===== src/rtl/fp32_pkg.sv =====
// fp32_pkg: round-mode codes, exponent bias, special-value fields and FSM state type for the fp32 units
package fp32_pkg;
    localparam logic [1:0] RM_UP = 2'b00;
    localparam logic [1:0] RM_DOWN = 2'b01;
    localparam logic [1:0] RM_NEAR = 2'b10;
    localparam logic [1:0] RM_AWAY = 2'b11;
    localparam int BIAS = 127;
    localparam logic [7:0] EXP_INF = 8'hFF;
    localparam logic [22:0] QNAN_FRAC = 23'h400000;
    localparam logic [22:0] INF_FRAC = 23'h000000;
    typedef enum logic [1:0] {IDLE, CALC, ROUND, DONE} state_t;
endpackage


===== src/rtl/fp32_round_unit.sv =====
// fp32_round_unit: combinational W-bit mantissa rounder (mant, guard, sticky, sign, mode -> mant_out, carry)
module fp32_round_unit
    import fp32_pkg::*;
#(
    parameter int W = 24
) (
    input  logic [W-1:0] mant,
    input  logic         guard,
    input  logic         sticky,
    input  logic         sign,
    input  logic [1:0]   mode,
    output logic [W-1:0] mant_out,
    output logic         carry
);
    logic         inc;
    logic [W:0]   sum;
    always_comb begin
        inc = mode == RM_NEAR ? guard & (sticky | mant[0]) :
              mode == RM_AWAY ? guard :
              mode == RM_UP   ? ~sign & (guard | sticky) :
              mode == RM_DOWN ? sign & (guard | sticky) : 1'b0;
        sum = {1'b0, mant} + {{W{1'b0}}, inc};
        carry = sum[W];
        mant_out = carry ? sum[W:1] : sum[W-1:0];
    end
endmodule


===== src/rtl/fp32_divider.sv =====
// fp32_divider: multi-cycle IEEE-754 single divider (start/A/B/round_mode in; busy/done/resultDiv/errorDiv/overflowDiv out)
module fp32_divider
    import fp32_pkg::*;
(
    input  logic        clk,
    input  logic        reset_n,
    input  logic        start,
    input  logic [31:0] A,
    input  logic [31:0] B,
    input  logic [1:0]  round_mode,
    output logic        busy,
    output logic        done,
    output logic [31:0] resultDiv,
    output logic        errorDiv,
    output logic        overflowDiv
);
    state_t             state;
    logic [4:0]         cnt;
    logic [23:0]        dvs;
    logic [24:0]        rem;
    logic [26:0]        q;
    logic signed [9:0]  exp_r;
    logic               sign_r;
    logic [1:0]         mode_r;
    logic a_zero, b_zero, a_inf, b_inf, a_nan, b_nan, sign_in, special, invalid, sp_err;
    logic [31:0]        sp_res;
    logic               rem_ge;
    logic [24:0]        rem_sub;
    logic [26:0]        norm;
    logic signed [9:0]  exp_n;
    logic signed [9:0]  exp_f;
    logic [23:0]        mant_r;
    logic               carry;
    logic               ovf;
    logic               unf;
    logic [30:0]        mag;
    always_comb begin
        a_zero = A[30:23] == 8'd0;
        b_zero = B[30:23] == 8'd0;
        a_nan = A[30:23] == EXP_INF && A[22:0] != 23'd0;
        b_nan = B[30:23] == EXP_INF && B[22:0] != 23'd0;
        a_inf = A[30:23] == EXP_INF && A[22:0] == 23'd0;
        b_inf = B[30:23] == EXP_INF && B[22:0] == 23'd0;
        sign_in = A[31] ^ B[31];
        special = a_zero | b_zero | a_inf | b_inf | a_nan | b_nan;
        invalid = a_nan | b_nan | (a_zero & b_zero) | (a_inf & b_inf);
        sp_res = invalid ? {sign_in, EXP_INF, QNAN_FRAC} :
                 (a_inf | b_zero) ? {sign_in, EXP_INF, INF_FRAC} : {sign_in, 31'd0};
        sp_err = invalid | (b_zero & ~a_inf);
    end
    always_comb begin
        rem_ge = rem >= {1'b0, dvs};
        rem_sub = rem_ge ? rem - {1'b0, dvs} : rem;
        norm = q[26] ? q : {q[25:0], 1'b0};
        exp_n = q[26] ? exp_r : exp_r - 10'sd1;
    end
    fp32_round_unit #(.W(24)) u_round (
        .mant     (norm[26:3]),
        .guard    (norm[2]),
        .sticky   (|norm[1:0] | |rem),
        .sign     (sign_r),
        .mode     (mode_r),
        .mant_out (mant_r),
        .carry    (carry)
    );
    always_comb begin
        exp_f = exp_n + $signed({9'd0, carry});
        ovf = exp_f >= 10'sd255;
        unf = exp_f <= 10'sd0;
        // the hidden bit of mant_r carries into the exponent field, so bias the exponent down by one
        mag = {exp_f[7:0] - 8'd1, 23'd0} + {7'd0, mant_r};
    end
    always_ff @(posedge clk or negedge reset_n) begin
        if (!reset_n) begin
            state <= IDLE;
            cnt <= '0;
            dvs <= '0;
            rem <= '0;
            q <= '0;
            exp_r <= '0;
            sign_r <= 1'b0;
            mode_r <= '0;
            busy <= 1'b0;
            done <= 1'b0;
            resultDiv <= '0;
            errorDiv <= 1'b0;
            overflowDiv <= 1'b0;
        end else begin
            done <= 1'b0;
            case (state)
                IDLE: if (start) begin
                    sign_r <= sign_in;
                    mode_r <= round_mode;
                    dvs <= {1'b1, B[22:0]};
                    rem <= {2'b01, A[22:0]};
                    q <= '0;
                    cnt <= '0;
                    exp_r <= 10'($signed({2'b00, A[30:23]}) - $signed({2'b00, B[30:23]}) + BIAS);
                    if (special) begin
                        resultDiv <= sp_res;
                        errorDiv <= sp_err;
                        overflowDiv <= 1'b0;
                        done <= 1'b1;
                        state <= DONE;
                    end else begin
                        busy <= 1'b1;
                        state <= CALC;
                    end
                end
                CALC: begin
                    q <= {q[25:0], rem_ge};
                    rem <= rem_sub << 1;
                    cnt <= cnt + 5'd1;
                    if (cnt == 5'd26) state <= ROUND;
                end
                ROUND: begin
                    resultDiv <= ovf ? {sign_r, EXP_INF, INF_FRAC} : unf ? {sign_r, 31'd0} : {sign_r, mag};
                    errorDiv <= ovf;
                    overflowDiv <= ovf;
                    busy <= 1'b0;
                    done <= 1'b1;
                    state <= DONE;
                end
                DONE: state <= IDLE;
            endcase
        end
    end
endmodule


===== config.mk =====
export PLATFORM = sky130hd
export DESIGN_NAME = fp32_divider
export DESIGN_NICKNAME = d
export VERILOG_FILES = /design/src/rtl/fp32_pkg.sv /design/src/rtl/fp32_round_unit.sv /design/src/rtl/fp32_divider.sv
export SDC_FILE = /design/constraint.sdc
export NUM_CORES = 1
export LEC_CHECK = 0
export CORE_AREA = 2 2 163 125
export CTS_CLUSTER_DIAMETER = 50
export DETAILED_ROUTE_END_ITERATION = 6
export DIE_AREA = 0 0 165 127
export PLACE_DENSITY = 0.71
export SYNTH_ARGS = -nofsm -noshare
export SYNTH_HDL_FRONTEND = slang
export SYNTH_SLANG_ARGS = --single-unit

===== constraint.sdc =====
create_clock -name clk -period 16.49 [get_ports clk]
set_clock_uncertainty 0.2 [all_clocks]
set_input_delay 1.649 -clock clk [delete_from_list [all_inputs] [get_ports clk]]
set_output_delay 1.649 -clock clk [all_outputs]
set_load 0.01 [all_outputs]

==> key figures <==
Outcome
  • Status: complete, no violations

Layout
  • Net count, final: 1271
  • Multi-input gate area: 5750 sq um
  • FF/Latch Area: approximately 3300 sq um
  • Antenna fix cells: 0
  • Layout cell share with drive strength beyond 1: 0.0833
  • Layout area overhead: 19.0%
  • Leading cell type in the layout, fill and taps excluded: dfrtp_1
  • Commonest cells after routing, fill and taps aside: dfrtp_1, nand2_1, clkdlybuf4s50_1
  • Number of fill cells: around 1700

Detailed routing
  • Final antenna-violating net count: 0
  • DRC: 0
  • Drt initial violations: 703
  • DR vias: 8443
  • Via density: 5.95
  • Final WL: ~25000 um
  • WL per Instance: between 15 and 20 um
  • First drt pass iteration count: 5

Timing
  • Minimum clock period: between 6 and 7 ns
  • Post-route setup slack: 9.75 ns
  • Max-slew violations: 0
  • Slew @ Worst Pin: approximately 1.1 ns
  • Fmax: about 0.15 GHz
  • Setup violators final: 0
  • WHS: 0.260 ns
  • Setup_tns: 0 ns
  • RSZ-0062 raised after global routing: no
  • Final Hold Fails: 0
  • Period Utilization, post-route: 0.408
  • Normalized max-slew margin: 0.284

Critical path
  • R2R cell count: 24
  • Reg-to-reg setup timing slack: just under 10 ns
  • Worst-path fanout max: 67
  • FF-to-FF Start: q[26]$_DFFE_PN0P_
  • Worst setup SP type: flop
  • CP endpoint kind: flop
  • Critical path arrival: 6.90 ns
  • RR Endpoint: resultDiv[4]$_DFFE_PN0P_
  • Crit Path Category: reg2reg
  • Worst EP required: ~17 ns

Logic synthesis
  • Synth unique cells: between 80 and 90
  • Seq/Total Area, Yosys: 0.347
  • Post-Synthesis Cells: about 1100
  • YS warnings: 0
  • Synthesized net count: roughly 1200
  • Syn_area_per_cell: slightly below 9 sq um
  • Asr flop ratio synth: 1.00
  • Mapped cell area: 9520 sq um
  • Synth Flop Type: dfrtp_1
  • Synthesized flop and latch total: 132
  • Post-synth EDFFs: 0

Place
  • Final RePlAce weighted congestion: 0.913
  • Place WS: 9.84 ns
  • Count of input and output buffers: about 100
  • HPWL after DPL: around 18000 um

CTS
  • CTS Buffer Depth: 2
  • CTS H-tree depth: 4
  • Cts repair resizes: 0
  • CTS tree: done
  • CTS root buf: clkbuf_16
  • Hold-fix buffers, CTS: 0
  • Clk pin slew, worst setup/hold paths: about 0.06 ns
  • Clk sinks: 132
  • Clock Latency Late Sink: ~0.44 ns
  • Post CTS Setup Buffer Count: 0
  • Num CTS Buffers: 17

Power
  • Worst VDD drop: between 0.09 and 0.1 mV
  • Pwr Total: between 2 and 2.5 mW
  • Lkg Pwr: 4.76 nW
  • Pwr/cell area: around 200 nW/um^2

Floorplanning
  • Initial Util: 0.495
  • Core area: 19200 sq um
  • Chip width: about 170 um
  • Die area: ~21000 sq um
  • IO Count: roughly 110
  • Core Rows: 44
  • Die Span Y: 127 um

Global routing
  • Global-route wire length before repair: approximately 42000 um
  • Overflow after GRT: 0
  • Total GRT Usage: 0.249
  • Number of global-route vias before repair: a little over 8000
  • Largest net degree at the start of global routing: between 70 and 80
  • Initial antenna violation count: 0

Run
  • Max Cap Viol: 0

Worst hold path
  • Min-Delay Path Class: reg2reg
  • Endpoint, Worst Hold: dvs[23]$_DFFE_PN0P_
  • Hold Crit Start: dvs[23]$_DFFE_PN0P_
  • Hold Path Cell Cnt: 2
stage by stage:
stage / utilization / instance area, sq um / instances
5_1_grt: 0.590 / 11300 / 1418
2_1_floorplan: - / 9520 / 1085
3_5_place_dp: 0.557 / 10700 / 1386
4_1_cts: 0.590 / 11300 / 1418
3_3_place_gp: 0.557 / 10700 / 1386
6_report: 0.590 / 11300 / 1418
layout make-up:
class                           instances  area share
Multi-Input combinational cell        827       0.508
Timing Repair Buffer                  111      0.0966
Tap cell                              253      0.0279
Inverter                               63      0.0209
Sequential cell                       132       0.292
Clock buffer                           20      0.0394
Clock inverter                         12      0.0158
state kept, by name, summed over array words and instances (netlist names):
signal       cells
errorDiv         1
done             1
rem             25
q               27
resultDiv       32
state            2
dvs             24
overflowDiv      1
sign_r           1
cnt              5
busy             1
mode_r           2
exp_r           10
how the worst max path moves through the flow:
| stage | end | slack (ns) | from | cells after the start |
|---|---|---|---|---|
| after global routing | resultDiv[2]$_DFFE_PN0P_ | 9.24 | q[26]$_DFFE_PN0P_ | 24 |
| after detailed placement | resultDiv[4]$_DFFE_PN0P_ | 9.84 | q[26]$_DFFE_PN0P_ | 24 |
| after CTS | resultDiv[4]$_DFFE_PN0P_ | 9.79 | q[26]$_DFFE_PN0P_ | 24 |
| after global placement | resultDiv[8]$_DFFE_PN0P_ | 10.03 | q[26]$_DFFE_PN0P_ | 24 |
| final | resultDiv[4]$_DFFE_PN0P_ | 9.75 | q[26]$_DFFE_PN0P_ | 24 |
| after floorplan | resultDiv[20]$_DFFE_PN0P_ | 10.08 | q[26]$_DFFE_PN0P_ | 28 |
Yosys cell counts (all sizes together) (4+ instances only):
master / instances / share of area
nor2b: 7 / 0.0046
a211oi: 16 / 0.013
nor3: 26 / 0.014
nand3: 16 / 0.0084
a221oi: 5 / 0.0046
a21boi: 4 / 0.0032
xnor2: 47 / 0.043
inv: 63 / 0.025
o21a: 5 / 0.0039
o31ai: 7 / 0.0060
o22ai: 6 / 0.0039
a21o: 12 / 0.0095
nor2: 83 / 0.035
ha: 48 / 0.063
a21oi: 43 / 0.023
and2: 11 / 0.0072
o21ai: 80 / 0.042
nor4b: 5 / 0.0053
mux2i: 25 / 0.026
dfrtp: 132 / 0.35
a22o: 41 / 0.038
nand2: 114 / 0.045
xor2: 33 / 0.030
mux2: 35 / 0.041
a31oi: 11 / 0.0079
clkbuf: 48 / 0.019
o22a: 6 / 0.0055
o21bai: 6 / 0.0047
or3: 5 / 0.0033
nand4: 16 / 0.011
nand2b: 12 / 0.0079
nor4: 29 / 0.020
buf: 15 / 0.0099
and3: 9 / 0.0064
worst max-delay path, stage by stage, from the launching register on:
cell	delay, ns
dfrtp_2	0.35
buf_4	0.57
mux2_2	0.30
nor2_1	0.04
a21oi_1	0.15
a21oi_1	0.10
a21oi_1	0.15
ha_1	0.20
ha_1	0.21
and3_1	0.18
nand4_1	0.22
nor3_1	0.36
nand4b_1	0.25
nor2_1	0.46
ha_1	0.32
ha_1	0.23
nand2_1	0.06
mux2_2	0.34
a31oi_1	0.27
xnor2_1	0.27
nor2b_1	0.09
a31o_2	0.29
or3_1	0.59
nor2_4	0.27
a22o_1	0.16
where the power goes:
part | switching, mW | leakage [nW] | total, mW | internal [mW]
clock | 0.151 | 0.297 | 0.408 | 0.257
combinational | 0.734 | 2.79 | 1.28 | 0.544
sequential | 0.137 | 1.67 | 0.584 | 0.448
kinds of logic (layout without fill, tap and decap cells):
logic type	count (synthesis)	after routing	share of synthesized area
xor+xnor	80	80	0.0736
simple gates	353	353	0.185
fa+ha+maj	50	50	0.0673
mux	60	60	0.0677
flops	132	132	0.347
buf+inv	126	206	0.0539
compound gates	284	284	0.206
metal layers:
| layer | track usage | part of all wire | routed length, um | up-vias |
|---|---|---|---|---|
| li1 | - | - | - | 4062 |
| met1 | 0.367 | 0.49 | 12400 | 4098 |
| met2 | 0.368 | 0.43 | 10800 | 248 |
| met3 | 0.0506 | 0.058 | 1460 | 35 |
| met4 | 0.0793 | 0.020 | 509 | 0 |
| met5 | 0 | 0 | 0 | - |
Note: power is estimated with default switching activity, not from simulation.
